### src/rtl/weights_mem_ctrl.sv
// Port-A controller for the weights memory: arbitrates single-word loader writes
// against compute-engine burst reads and returns read data aligned to RD_LAT.
module weights_mem_ctrl #(
  parameter int ADDR_W = 13,
  parameter int DATA_W = 16,
  parameter int RD_LAT = 2
) (
  input  logic              clk,
  input  logic              rst,
  input  logic              ld_req,
  input  logic [ADDR_W-1:0] ld_addr,
  input  logic [DATA_W-1:0] ld_data,
  output logic              ld_ack,
  input  logic              rd_start,
  input  logic [ADDR_W-1:0] rd_base,
  input  logic [ADDR_W-1:0] rd_len,
  output logic              rd_busy,
  output logic              rd_valid,
  output logic [DATA_W-1:0] rd_data,
  output logic              rd_done,
  output logic              mem_select,
  output logic [ADDR_W-1:0] mem_addr_1,
  output logic [ADDR_W-1:0] mem_addr_2,
  output logic              mem_wren_a,
  output logic [DATA_W-1:0] mem_data_a,
  input  logic [DATA_W-1:0] mem_q_a
);

  typedef enum logic [1:0] {IDLE, WRITE, READ, DRAIN} state_t;
  typedef enum logic {GRANT_LD, GRANT_RD} grant_t;

  state_t              state, state_nxt;
  grant_t              last_grant;
  logic [ADDR_W-1:0]   rd_len_q;
  logic [ADDR_W-1:0]   rd_idx;
  logic [RD_LAT-1:0]   issue_pipe, pipe_nxt, in_flight;
  logic                grant_ld, grant_rd, rd_done_nxt;

  // The loader's address and data ride straight through; only the write enable is sequenced.
  assign mem_addr_1 = ld_addr;
  assign mem_data_a = ld_data;
  assign rd_valid   = issue_pipe[RD_LAT-1];
  assign rd_data    = rd_valid ? mem_q_a : '0;

  always_comb begin
    // NOTE: every signal gets a default first so no path through the case infers a latch.
    state_nxt   = state;
    grant_ld    = 1'b0;
    grant_rd    = 1'b0;
    pipe_nxt    = issue_pipe << 1;
    pipe_nxt[0] = (state == READ);
    unique case (state)
      IDLE: begin
        if (ld_req && (!rd_start || last_grant == GRANT_RD)) grant_ld = 1'b1;
        else if (rd_start)                                   grant_rd = 1'b1;
        if (grant_ld)      state_nxt = WRITE;
        else if (grant_rd) state_nxt = (rd_len == '0) ? DRAIN : READ;
      end
      WRITE: state_nxt = (ld_req && !rd_start) ? WRITE : IDLE;
      READ:  if (rd_idx == rd_len_q - ADDR_W'(1)) state_nxt = DRAIN;
      DRAIN: if (rd_done) state_nxt = IDLE;
      default: state_nxt = IDLE;
    endcase
    // Done fires together with the final valid word: nothing else may still be in flight.
    in_flight           = pipe_nxt;
    in_flight[RD_LAT-1] = 1'b0;
    rd_done_nxt         = (state_nxt == DRAIN) && (in_flight == '0);
  end

  always_ff @(posedge clk or posedge rst) begin
    if (rst) begin
      state      <= IDLE;
      last_grant <= GRANT_RD;
      rd_len_q   <= '0;
      rd_idx     <= '0;
      issue_pipe <= '0;
      ld_ack     <= 1'b0;
      rd_busy    <= 1'b0;
      rd_done    <= 1'b0;
      mem_select <= 1'b0;
      mem_wren_a <= 1'b0;
      mem_addr_2 <= '0;
    end else begin
      // NOTE: non-blocking assignments so every flop here samples pre-edge values.
      state      <= state_nxt;
      issue_pipe <= pipe_nxt;
      rd_done    <= rd_done_nxt;
      ld_ack     <= (state_nxt == WRITE);
      mem_wren_a <= (state_nxt == WRITE);
      mem_select <= (state_nxt == READ);
      rd_busy    <= (state_nxt == READ) || (state_nxt == DRAIN);
      if (grant_ld) last_grant <= GRANT_LD;
      if (grant_rd) begin
        last_grant <= GRANT_RD;
        rd_len_q   <= rd_len;
        rd_idx     <= '0;
        // A zero-length burst issues nothing, so the reader address is left alone.
        if (rd_len != '0) mem_addr_2 <= rd_base;
      end else if (state == READ && state_nxt == READ) begin
        rd_idx     <= rd_idx + ADDR_W'(1);
        mem_addr_2 <= mem_addr_2 + ADDR_W'(1);
      end
    end
  end

endmodule

### config.mk
export PLATFORM = sky130hd
export DESIGN_NAME = weights_mem_ctrl
export DESIGN_NICKNAME = d
export VERILOG_FILES = /design/src/rtl/weights_mem_ctrl.sv
export SDC_FILE = /design/constraint.sdc
export NUM_CORES = 1
export LEC_CHECK = 0
export ABC_AREA = 1
export CAP_MARGIN = 30
export CELL_PAD_IN_SITES_DETAIL_PLACEMENT = 1
export CELL_PAD_IN_SITES_GLOBAL_PLACEMENT = 2
export CORE_MARGIN = 2
export CORE_UTILIZATION = 23
export CTS_CLUSTER_DIAMETER = 80
export CTS_CLUSTER_SIZE = 16
export DETAILED_ROUTE_END_ITERATION = 8
export PLACE_DENSITY = 0.8
export SYNTH_ARGS = -nofsm -noshare
export SYNTH_HDL_FRONTEND = slang
export SYNTH_SLANG_ARGS = --single-unit
### constraint.sdc
create_clock -name clk -period 2.7 [get_ports clk]
set_input_delay 0.405 -clock clk [delete_from_list [all_inputs] [get_ports clk]]
set_output_delay 0.405 -clock clk [all_outputs]
set_load 0.005 [all_outputs]
==> qor.yml, run 1 <==
setup_path:
  crit_path_end_kind: "flop"
  cp.required_ns: 2.94
  cp_max_fo: 18
  cp.arrival_ns: 2.51
  path_class: "flop to flop"
  crit_path_start_kind: "flop"
layout:
  antenna_cells: 0
  drive_above_1_share_pct: 6.67
  multi_input_area_um2: 1710
  area.sequential_um2: 1200
  design_area_um2: 4470
  finish.utilization_pct: 30.5
  area_delta_synth_final_pct: 28.5
  n_fill_cell: 1854
  finalNetCount: 647
yosys:
  ys_ff_latch: 48
  yosysMostFrequentCell: "nand2_1"
  synth_edf_count: 0
  avgSynthCellArea_um2: 6.71
  synth_top_area_cell: "dfrtp_1"
  synth_ff_type: "dfrtp_1"
  yosysWarningCount: 0
  async_flop_share_pct: 100
  synthTopCellsByCount: "nand2_1, inv_1, nand3_1"
  syn_area_um2: 3480
  ys_types: 34
  syn_inst: 518
  synth_top_area_share_pct: 33.8
  seq_area_frac_synth_pct: 34.6
  yosys-top-cells-area: "dfrtp_1, nand2_1, nand3_1"
  synthesis.nets: 596
power:
  combPwrFrac_pct: 49.9
  p_leak_nw: 2.21
  power.internal_mw: 2.42
  power_density_nw_per_um2: 951
  seqPwrFrac_pct: 30.8
  ir_drop_mv: 0.488
  p_sw_mw: 1.83
  clkPwrFrac_pct: 19.3
  switching_share_pct: 43.0
status:
  status: "finished, final reports clean"
sta:
  setup_violations: 0
  timing.final.crit_period_ns: 2.27
  relSlewSlack_pct: 64.8
  slew_viol_final: 0
  post-route-period-util_pct: 84.1
  grt_setup_unrepaired: "false"
  fmax_mhz: 441
  final-hold-violation-count: 0
  worst_slew_pin_slew_ns: 0.523
  tns_ns: 0
  clock_skew_ns: 0.0100
detailed_routing:
  wirelength_mm: 10.8
  antenna_left: 0
  wl_per_cell_um: 14.3
  drc: 0
  drtIter0Drc: 113
  viasPerCell: 4.49
  vias: 3384
  firstDrtPassIters: 4
placement:
  routabilityCongestion: 0.810
  hpwl_mm: 8.43
  placed_area_um2: 4280
  port_buffers: 80
clock_tree:
  h-tree-depth: 2
  ctsHoldBuffers: 0
  clkLatencyLatePin_ns: 0.29
  cts_buffer_depth: 2
  clk_pin_slew_worst_paths_ns: 0.07
  cts_tree: "done"
  post_cts_buffers: 0
  cts_root_buf: "clkbuf_16"
  cts_resized: 0
  cts_buffers: 5
  clock_sinks: 48
run:
  drv_cap: 0
floorplan:
  fp.dieH_um: 127
  die-area_um2: 16100
  core_um2: 14600
  num_rows: 44
  ios: 139
  die_w_um: 127
  start_util_pct: 23.7
global_route:
  grt_max_degree: 27
  grt_pass1_vias: 3676
  grt_use_total_pct: 13.8
  grt_pass1_wl_mm: 18.2
  antenna_found_initial: 0
  overflow: 0
hold_path:
  hp-class: "flop to flop"
[flip-flops by register name, summed over array words and instances (netlist names), 2 cells and up]
signal / cells
mem_addr_2: 13
rd_idx: 13
rd_len_q: 13
issue_pipe: 2
state: 2
[kinds of logic (layout without fill, tap and decap cells)]
family,count (synthesis),in the layout,share of synthesized area [%]
flip-flops,48,48,34.6
adder cells (fa/ha/maj),3,3,1.08
XOR/XNOR,23,23,5.80
AO/OA/AOI/OAI,35,35,5.40
buffers and inverters,116,168,16.3
AND/OR/NAND/NOR,293,293,36.8
[cell usage in the layout, fill, tap and decap left out, types with 2 or more instances in the layout]
| master | count |
|---|---|
| a21oi_1 | 6 |
| buf_4 | 10 |
| bufinv_16 | 2 |
| clkbuf_16 | 5 |
| clkdlybuf4s50_1 | 80 |
| dfrtp_1 | 47 |
| ha_1 | 3 |
| inv_1 | 65 |
| inv_2 | 4 |
| nand2_1 | 179 |
| nand2_2 | 3 |
| nand2_4 | 2 |
| nand3_1 | 50 |
| nand3b_1 | 3 |
| nand4_1 | 5 |
| nor2_1 | 28 |
| nor2_2 | 4 |
| nor2_4 | 2 |
| nor3_1 | 9 |
| nor4_1 | 3 |
| o211ai_1 | 2 |
| o21ai_0 | 21 |
| o21ai_1 | 3 |
| or2_2 | 2 |
| xnor2_1 | 7 |
| xor2_1 | 16 |
[power groups by stage]
stage	sequential [mW]	clock, mW	combinational, mW
2_1_floorplan	1.21	0	1.45
3_3_place_gp	1.31	0	2.07
3_5_place_dp	1.32	0	2.15
4_1_cts	1.31	0.837	2.16
5_1_grt	1.35	0.871	2.42
6_report	1.31	0.821	2.12
[routing by layer]
metal  GRT usage, %  routed length (µm)
met4           3.10                 133
met5              0                   0
met1           17.6                4920
met2           24.0                5310
met3           2.87                 386
[final cells by class]
type,count,share of cell area (%)
multi-input cells,354,38.2
clock buffers,6,2.89
repair buffers,90,19.6
well taps,184,5.16
inverters,70,5.88
clock inverters,2,1.34
flip-flops and latches,48,26.9
[worst max-delay path, stage by stage (launching register included)]
cell and delay (ns):
dfrtp_1 0.39, inv_1 0.16, ha_1 0.22, nand2_1 0.15
nor2_2 0.18, nand2_1 0.10, nand3_1 0.09, nand2_1 0.05
nor2_1 0.15, nand3_2 0.13, nand2_2 0.10, nand2_4 0.15
nand2_4 0.20, nand2_1 0.08, nand2_1 0.06
[stage by stage]
step	hold slack, ns	cells	total power, mW	worst slack, ns
after floorplan	0.331	518	2.66	0.781
final	0.365	754	4.24	0.430
after global placement	0.341	746	3.38	0.358
after CTS	0.369	754	4.31	0.400
after global routing	0.369	754	4.64	0.106
after detailed placement	0.354	746	3.47	0.318
[worst paths after layout]
check / depth (start not counted) / start / slack (ns) / end
max reg2reg: 14 / rd_len_q[0] / 0.43 / mem_addr_2[7]
min reg2reg: 0 / issue_pipe[0] / 0.36 / issue_pipe[1]
min in group asynchronous: 2 / rst / 0.45 / mem_wren_a
max in group asynchronous: 3 / rst / 1.66 / rd_len_q[11]
min: 0 / issue_pipe[0] / 0.36 / issue_pipe[1]
max: 14 / rd_len_q[0] / 0.43 / mem_addr_2[7]
Power figures use the tool's default switching activity.
==> run 2, diff against run 1 <==
- clock period: 2.7 -> 2.3 ns (I/O delays scaled with it)
==> run 2 against run 1 <==
Compared with the run above: register-to-register slack got worse by 0.23 ns; clock-buffer cell count increased by 1; power increased by 19%; clock skew increased by 0.0010 ns; first-iteration DRC count increased by 5.3%; global-route usage increased by 0.10 points; clock power decreased by 4.1%; sequential share of layout area decreased by 0.42 points; critical path type unchanged; largest power group unchanged; highest routed layer unchanged.
==> qor.yml, run 2 (synthesis gave the netlist of run 1 again) <==
setup_path:
  setup.worst_path.start: "rd_len_q[1]"
  slowest_delay_ns: 0.38  # about the same
  path_class: "flop to flop"
  slowest_stage: "dfrtp_1"
  cp_max_fo: 10  # -8
  crit_path_start_kind: "flop"
  r2r_setup_slack_ns: 0.20  # -0.23 ns
  cp_cell_sequence: "buf_4, nor2_2, nand2_2, nor2_4, nand3b_1, nand2_1, nand2_1, nor2_1, nand3_2, nand2_4, nand2_8, nand2_8, nand2_1, nand2_1"
  cpMostUsedCell: "nand2_1"
  rr_startpoint: "rd_len_q[1]"
  crit_path_end_kind: "flop"
  cp.arrival_ns: 2.34  # -0.17 ns
  cp.required_ns: 2.54  # -0.40 ns
layout:
  antenna_cells: 0  # unchanged
  final_common_cell: "nand2_1"
  final_cells: 756  # +0.27%
  layout_common_cells: "nand2_1, clkdlybuf4s50_1, inv_1"
  biggestRegsByFlops: "mem_addr_2 (13), rd_idx (13), rd_len_q (13)"
  finish.utilization_pct: 31.0  # +0.48 points
  area_delta_synth_final_pct: 30.5
  design_area_um2: 4540  # +1.6%
  drive_above_1_share_pct: 7.52  # +0.85 points
  finalNetCount: 649  # +0.31%
sta:
  worst_slew_pin_slew_ns: 0.497  # -0.0262 ns
  relSlewSlack_pct: 66.6  # +1.8 points
  post-route-period-util_pct: 91.2  # +7.2 points
  timing.final.crit_period_ns: 2.10  # -0.172 ns
  fmax_mhz: 477  # +8.2%
  slew_viol_final: 0  # unchanged
  setup_violations: 0  # unchanged
  final-hold-violation-count: 0  # unchanged
  tns_ns: 0  # unchanged
  clock_skew_ns: 0.0110  # +0.00103 ns
floorplan:
  num_rows: 44  # unchanged
  ios: 139  # unchanged
  die_w_um: 127  # unchanged
  fp.dieH_um: 127  # unchanged
  die-area_um2: 16100  # unchanged
  start_util_pct: 23.7  # unchanged
  core_um2: 14600  # unchanged
run:
  drv_cap: 0  # unchanged
detailed_routing:
  vias: 3380  # -0.12%
  wl_per_cell_um: 14.5  # +1.4%
  firstDrtPassIters: 4  # unchanged
  viasPerCell: 4.47  # -0.38%
  antenna_left: 0  # unchanged
  wirelength_mm: 10.9  # +1.6%
  dr_wl_met3_um: 409  # +6.0%
  drc: 0  # unchanged
  drtIter0Drc: 119  # +5.3%
  dr.max_layer_used: "met4"
  dr_wl_met2_mm: 5.24  # -1.3%
  met1Wirelength_mm: 5.14  # +4.6%
clock_tree:
  cts_buffer_depth: 2  # unchanged
  h-tree-depth: 2  # unchanged
  clock_sinks: 48  # unchanged
  cts_tree: "done"
  clkLatencyLatePin_ns: 0.30  # about the same
  cts_buffers: 5  # unchanged
  cts_root_buf: "clkbuf_16"
  clk_pin_slew_worst_paths_ns: 0.07  # about the same
placement:
  routabilityCongestion: 0.775  # -4.2%
  hpwl_mm: 8.07  # -4.3%
  placed_area_um2: 4310  # +0.70%
  placed_cells: 745  # -0.13%
  port_buffers: 80  # unchanged
power:
  ir_drop_mv: 0.508  # +4.2%
  power_mw: 5.03  # +19%
  p_leak_nw: 2.22  # +0.49%
  power_density_nw_per_um2: 1110  # +17%
global_route:
  grt_max_degree: 45  # +67%
  grt_use_total_pct: 13.9  # +0.10 points
  overflow: 0  # unchanged
  grt_pass1_wl_mm: 18.3  # +0.38%
  grt_pass1_vias: 3618  # -1.6%
  antenna_found_initial: 0  # unchanged
status:
  status: "finished, final reports clean"
hold_path:
  hp-class: "flop to flop"
  min_from: "issue_pipe[0]"
==> run 2: cell type report <==
class                           count  area (µm²)
Fill cell                        1838       10100
Multi-Input combinational cell    356        1770
Sequential cell                    48        1200
Timing Repair Buffer               90         917
Inverter                           70         263
Tap cell                          184         230
Clock buffer                        7         143
Clock inverter                      1        8.76
==> run 2: final timing paths <==
kind,depth (start not counted),endpoint
max in group asynchronous,3,last_grant
setup reg to reg,14,mem_addr_2[10]
setup / recovery,14,mem_addr_2[10]
hold / removal,0,issue_pipe[1]
hold reg to reg,0,issue_pipe[1]
min in group asynchronous,2,rd_busy
==> run 2: worst max-delay path: cells and delay by family (launching register included) <==
kind                   cells  cell delay (ns)
and+or+nand+nor           13             1.52
DFF                        1             0.38
buffers and inverters      1             0.14
==> run 2: report_power, final <==
part | internal, mW | leakage, nW | total (mW) | switching, mW
registers | 1.15 | 0.613 | 1.52 | 0.375
clock network | 0.437 | 0.0741 | 0.787 | 0.350
logic | 1.15 | 1.53 | 2.72 | 1.57
==> run 2: routing by layer <==
layer / GRT usage, % / vias up
met2: 24.0 / 57
li1: - / 1683
met1: 17.8 / 1622
met5: 0 / -
met4: 3.36 / 0
met3: 2.87 / 18
==> run 2: timing repair <==
action | CTS | global route
endpoints found under the setup margin | 0 | 27
hold endpoints to repair | 0 | 0
resized for setup | 0 | 9
hold buffers | 0 | 0
buffers inserted | 0 | 1
==> run 2: through the flow <==
step                setup WS, ns  hold WS (ns)
detailed placement        0.0289         0.336
CTS                       0.0271         0.352
finish                     0.202         0.352
global route            -0.00811         0.364
floorplan                  0.381         0.331
global placement           0.102         0.340
==> run 3, diff against run 2 <==
- CORE_ASPECT_RATIO: default -> 1.4
==> run 3 against run 2 <==
Compared with the run above: final cell count is 1.3% higher; combinational power decreased by 2%; register-to-register slack better by 0.02 ns; routed wire length decreased by 2.9%; clock skew decreased by 0.0054 ns; sequential power about the same; design area increased by 0.74%; sequential cell count unchanged; largest power group unchanged.
==> qor.yml, run 3 (synthesis gave the netlist of run 1 again) <==
sta:
  final-hold-violation-count: 0  # unchanged
  tns_ns: 0  # unchanged
  clock_skew_ns: 0.00567  # -0.00536 ns
  relSlewSlack_pct: 65.9  # -0.73 points
  timing.final.crit_period_ns: 2.07  # -0.0248 ns
  hold_ws_ns: 0.336  # -0.0156 ns
  fmax_mhz: 482  # +1.2%
  slew_viol_final: 0  # unchanged
  grt_setup_unrepaired: "false"
  setup_violations: 0  # unchanged
  post-route-period-util_pct: 90.2  # -1.1 points
  worst_slew_pin_slew_ns: 0.507  # +0.0101 ns
placement:
  routabilityCongestion: 0.803  # +3.6%
  port_buffers: 80  # unchanged
  hpwl_mm: 8.39  # +3.9%
  placed_cells: 758  # +1.7%
power:
  switching_share_pct: 41.3  # -4.3 points
  ir_drop_mv: 0.414  # -19%
  clkPwrFrac_pct: 20.4  # +4.8 points
  power_mw: 5.26  # +4.6%
  combPwrFrac_pct: 50.6  # -3.5 points
  p_leak_nw: 2.25  # +1.5%
  p_sw_mw: 2.17  # -5.2%
  power_density_nw_per_um2: 1150  # +3.8%
  seqPwrFrac_pct: 29.0  # -1.3 points
  power.internal_mw: 3.09  # +13%
floorplan:
  die_w_um: 108  # -15%
  num_rows: 53  # +20%
  core_um2: 14900  # +1.9%
  start_util_pct: 23.3  # -0.44 points
  fp.dieH_um: 149  # +18%
  die-area_um2: 16100  # about the same
  ios: 139  # unchanged
clock_tree:
  cts_root_buf: "clkbuf_16"
  clock_sinks: 48  # unchanged
  ctsHoldBuffers: 0  # unchanged
  cts_buffers: 5  # unchanged
  clkLatencyLatePin_ns: 0.29  # about the same
  cts_resized: 0  # unchanged
  post_cts_buffers: 0  # unchanged
  clk_pin_slew_worst_paths_ns: 0.07  # about the same
  cts_buffer_depth: 2  # unchanged
  h-tree-depth: 2  # unchanged
  cts_tree: "done"
setup_path:
  crit_path_start_kind: "flop"
  crit_path_end_kind: "flop"
  cp_max_fo: 12  # +2
  cp.arrival_ns: 2.26  # -0.08 ns
  cp.required_ns: 2.49  # -0.05 ns
  path_class: "flop to flop"
global_route:
  antenna_found_initial: 0  # unchanged
  grt_max_degree: 35  # -22%
  grt-busiest-layer: "met2"
  grt_use_met1_pct: 14.8  # -3.0 points
  grtUsageMet3_pct: 1.79  # -1.1 points
  overflow: 0  # unchanged
  use_met2_pct: 26.3  # +2.2 points
  grt_use_total_pct: 13.4  # -0.56 points
  grt_pass1_vias: 3623  # +0.14%
  grt_pass1_wl_mm: 17.4  # -4.8%
status:
  status: "finished, final reports clean"
layout:
  final_cells: 766  # +1.3%
  area_delta_synth_final_pct: 31.5
  multi_input_area_um2: 1710  # -3.7%
  finalNetCount: 651  # +0.31%
  final_common_cell: "nand2_1"
  biggestRegsByFlops: "mem_addr_2 (13), rd_idx (13), rd_len_q (13)"
  antenna_cells: 0  # unchanged
  n_fill_cell: 1841  # +0.16%
  area.sequential_um2: 1200  # unchanged
  layout_common_cells: "nand2_1, clkdlybuf4s50_1, inv_1"
  drive_above_1_share_pct: 7.49  # -0.026 points
detailed_routing:
  wirelength_mm: 10.6  # -2.9%
  firstDrtPassIters: 4  # unchanged
  drc: 0  # unchanged
  viasPerCell: 4.43  # -0.93%
  wl_per_cell_um: 13.8  # -4.2%
  antenna_left: 0  # unchanged
  drtIter0Drc: 128  # +7.6%
  vias: 3393  # +0.38%
hold_path:
  hp-class: "primary input to asynchronous set/reset pin"
run:
  drv_cap: 0  # unchanged
run 3: area by class of cell:
class / instances / area share, %
inverters: 70 / 5.75
clock inverters: 3 / 1.97
well taps: 192 / 5.26
multi-input cells: 354 / 37.3
flip-flops and latches: 48 / 26.3
clock buffers: 5 / 2.74
repair buffers: 94 / 20.6
run 3: path summary, 6_finish.rpt:
kind	startpoint	to	slack (ns)	depth (start not counted)
min in group clk	issue_pipe[0]	issue_pipe[1]	0.35	0
setup / recovery	rd_len_q[0]	rd_idx[11]	0.23	14
max in group asynchronous	rst	last_grant	1.41	3
hold / removal	rst	issue_pipe[1]	0.34	2
hold reg to reg	issue_pipe[0]	issue_pipe[1]	0.35	0
setup reg to reg	rd_len_q[0]	rd_idx[11]	0.23	14
run 3: power by group through the flow:
stage | combinational (mW) | clock, mW | sequential, mW
after floorplan | 1.70 | 0 | 1.42
after detailed placement | 2.71 | 0 | 1.55
after global routing | 3.01 | 1.12 | 1.59
after CTS | 2.73 | 1.10 | 1.53
final | 2.67 | 1.07 | 1.52
after global placement | 2.63 | 0 | 1.54
run 3: worst max-delay path: stages, from the launching register on:
cell     delay (ns)
dfrtp_1        0.39
inv_1          0.08
ha_1           0.18
nand2_1        0.15
nor2_2         0.18
nand2_1        0.09
nand3_1        0.09
nand2_1        0.05
nor2_1         0.14
nand3_2        0.13
nand4_2        0.12
nand2_1        0.06
buf_4          0.19
nand2_1        0.07
nand2_1        0.05
run 3: layer usage:
metal  vias up  routed length [µm]  share of wire, %
met5         -                   0                 0
met1      1650                4290                40
met2        48                5910                56
met4         0                 133               1.3
met3        17                 276               2.6
li1       1678                   -                 -
run 3: per-stage QoR:
stage	utilization (%)	setup slack, ns	area, µm²
detailed placement	29.2	0.136	4350
global route	30.6	0.0204	4570
CTS	30.6	0.193	4570
finish	30.6	0.226	4570
floorplan	-	0.381	3480
global placement	29.2	0.158	4350
==> RTL change: new RTL, config.mk and constraints of run 1 <==
`RD_LAT`: 2 -> 4.
--- a/src/rtl/weights_mem_ctrl.sv
+++ b/src/rtl/weights_mem_ctrl.sv
@@ -3,7 +3,7 @@
 module weights_mem_ctrl #(
   parameter int ADDR_W = 13,
   parameter int DATA_W = 16,
-  parameter int RD_LAT = 2
+  parameter int RD_LAT = 4
 ) (
   input  logic              clk,
   input  logic              rst,
Function: changed (Yosys sat finds a counterexample within 4 cycles, from zero or initial values and one cycle with rst high).
==> RTL change against run 1 <==
Sequential cell count increased by 1; utilization decreased by 0.89 points; setup slack got worse by 36 ps; power increased by 8.1%; count of clock-buffer cells in the layout unchanged; wire length decreased by 3.1%; combinational power increased by 15%; design area increased by 0.39%; synthesized area increased by 2.4%; clock power decreased by 18%; sequential power increased by 13%; final cell count decreased by 1.2%; largest cell class unchanged.
==> RTL change: results (changes against run 1) <==
Outcome
  • Status: finished, final reports clean

Timing
  • Relative max-transition margin: 46.7% (-18 points)
  • Clock skew after layout: 10.5 ps (+0.487 ps)

Global routing
  • Via count of the first global-routing pass: 3674 (-0.054%)
  • Global-route wire length before repair: 17700 um (-2.8%)
  • Initial antenna violation count: 0 (unchanged)
  • Overall routing resource usage: 13.3% (-0.55 points)
  • Largest net degree at the start of global routing: 37 (+37%)

Hold path
  • Hold Crit Depth: 0 (unchanged)
  • Min-delay src: issue_pipe[2]
  • Terminating pin of the worst hold path: issue_pipe[3]

Cells and area
  • Layout cell share with drive strength beyond 1: 11.7% (+5.0 points)
  • Count of filler cells inserted in the layout: 1855 (+0.054%)
  • Net count, final: 634 (-2.0%)

Routing
  • First-pass iteration count of the detailed router: 4 (unchanged)
  • Post-detailed-routing wire length: 10400 um (-3.1%)
  • DRC violation total after the first TritonRoute iteration: 103 (-8.8%)
  • Vias per Instance: 4.46 (-0.68%)

Synthesis
  • Commonest cells in the netlist: 146 x sky130_fd_sc_hd__nand2_1, 63 x sky130_fd_sc_hd__inv_1, 48 x sky130_fd_sc_hd__dfrtp_1, 41 x sky130_fd_sc_hd__nand3_1, 34 x sky130_fd_sc_hd__nor2_1
  • Largest cells by area after synthesis: sky130_fd_sc_hd__dfrtp_1 34%, sky130_fd_sc_hd__nand2_1 15%, sky130_fd_sc_hd__inv_1 6.6%
  • Asr flop ratio synth: 100% (unchanged)
  • Nets in the synthesized netlist: 586 (-1.7%)
  • Share of the yosys chip area belonging to registers: 34.5% (-0.10 points)
  • Synth unique cells: 35 (+2.9%)

Placed design
  • PortBufs: 80 (unchanged)
  • RD Place Congestion: 0.832 (+2.8%)
  • Instance area at placement: 4330 um2 (+1.2%)
  • Detailed placement HPWL: 8280 um (-1.8%)

Setup path
  • Reg-to-Reg Start: rd_len_q[0]
  • R2R Setup Slk: 390 ps (-40 ps)
  • Number of cells on the worst reg-to-reg path: 15 (+1)
  • Category of cells accounting for the largest share of critical-path delay: simple AND/OR/NAND/NOR gates
  • Arrival time at the worst endpoint: 2490 ps (-20 ps)
  • Top fanout value on the critical path: 14 (-4)
  • End of the worst register-to-register path: rd_idx[8]
  • Maximum single-stage delay on the critical path: 400 ps

Pwr
  • Highest ir drop seen on vdd: 318 uV (-35%)
  • Static leakage power: 2.08 nW (-5.8%)

Clock network
  • Clock latency of the later-clocked register in the worst-skew pair: about 300 ps
  • Reg clk slew, reported paths: 70 ps (about the same)
  • Total CTS buffers: 5 (unchanged)
==> RTL change: changes by cell type in the layout (fill, tap and decap cells not counted), moves of 4 or more <==
cell                      before  now
sky130_fd_sc_hd__nand2_1     179  146
sky130_fd_sc_hd__buf_4        10    5
sky130_fd_sc_hd__nor2_1       28   34
sky130_fd_sc_hd__o21ai_2       0   13
sky130_fd_sc_hd__nand3_1      50   41
sky130_fd_sc_hd__xor2_1       16   12
sky130_fd_sc_hd__nand2_2       3   19
==> RTL change: metal layers <==
metal / global-route usage (%) / share of wire (%) / vias up
li1: - / - / 1657
met1: 16.6 / 46 / 1574
met2: 23.4 / 48 / 71
met3: 2.49 / 4.0 / 19
met4: 3.36 / 1.2 / 0
met5: 0 / 0 / -
==> RTL change: cells by family (layout without fill, tap and decap cells) <==
group                      after synthesis  after routing  share of synthesized area (%)
AOI/OAI and AO/OA                       50             50                           8.69
xor gates and xnor gates                18             18                           4.43
buffers and inverters                  113            162                           16.0
DFF                                     49             49                           34.5
adders and majority gates                3              3                           1.05
and+or+nand+nor                        275            275                           35.3
==> RTL change: power by group <==
group          total [mW]  internal, mW  leakage [nW]  switching (mW)
registers            1.48          1.06         0.627           0.420
logic                2.44          1.01          1.38            1.43
clock network       0.673         0.373        0.0735           0.300
==> RTL change: worst max path at each step <==
stage / startpoint / endpoint / slack (ps) / cells past startpoint
2_1_floorplan: rd_len_q[0] / rd_idx[3] / 760 / 18
3_3_place_gp: rd_len[5] / rd_idx[8] / 360 / 8
3_5_place_dp: rd_len[5] / rd_idx[8] / 320 / 8
4_1_cts: rd_len_q[0] / rd_idx[8] / 350 / 15
5_1_grt: rd_len_q[0] / rd_idx[8] / 130 / 19
6_report: rd_len_q[0] / rd_idx[8] / 390 / 15
==> RTL change: layout make-up <==
cell class | count | area, um2 | area share, %
clock buffer | 6 | 139 | 3.10
clock inverter | 2 | 16.3 | 0.363
inverter | 69 | 262 | 5.83
multi-input combinational | 346 | 1770 | 39.4
sequential | 49 | 1230 | 27.4
tap | 188 | 235 | 5.25
timing repair buffer | 85 | 838 | 18.7
==> RTL change: metrics by stage <==
stage / total power [mW] / hold slack (ps) / setup slack, ps / utilization (%) / cells
2_1_floorplan: 3.16 / 331 / 759 / - / 508
3_3_place_gp: 3.86 / 337 / 363 / 28.6 / 737
3_5_place_dp: 3.97 / 348 / 323 / 28.6 / 737
4_1_cts: 4.67 / 372 / 353 / 29.6 / 745
5_1_grt: 5.07 / 388 / 126 / 29.6 / 745
6_report: 4.59 / 362 / 394 / 29.6 / 745
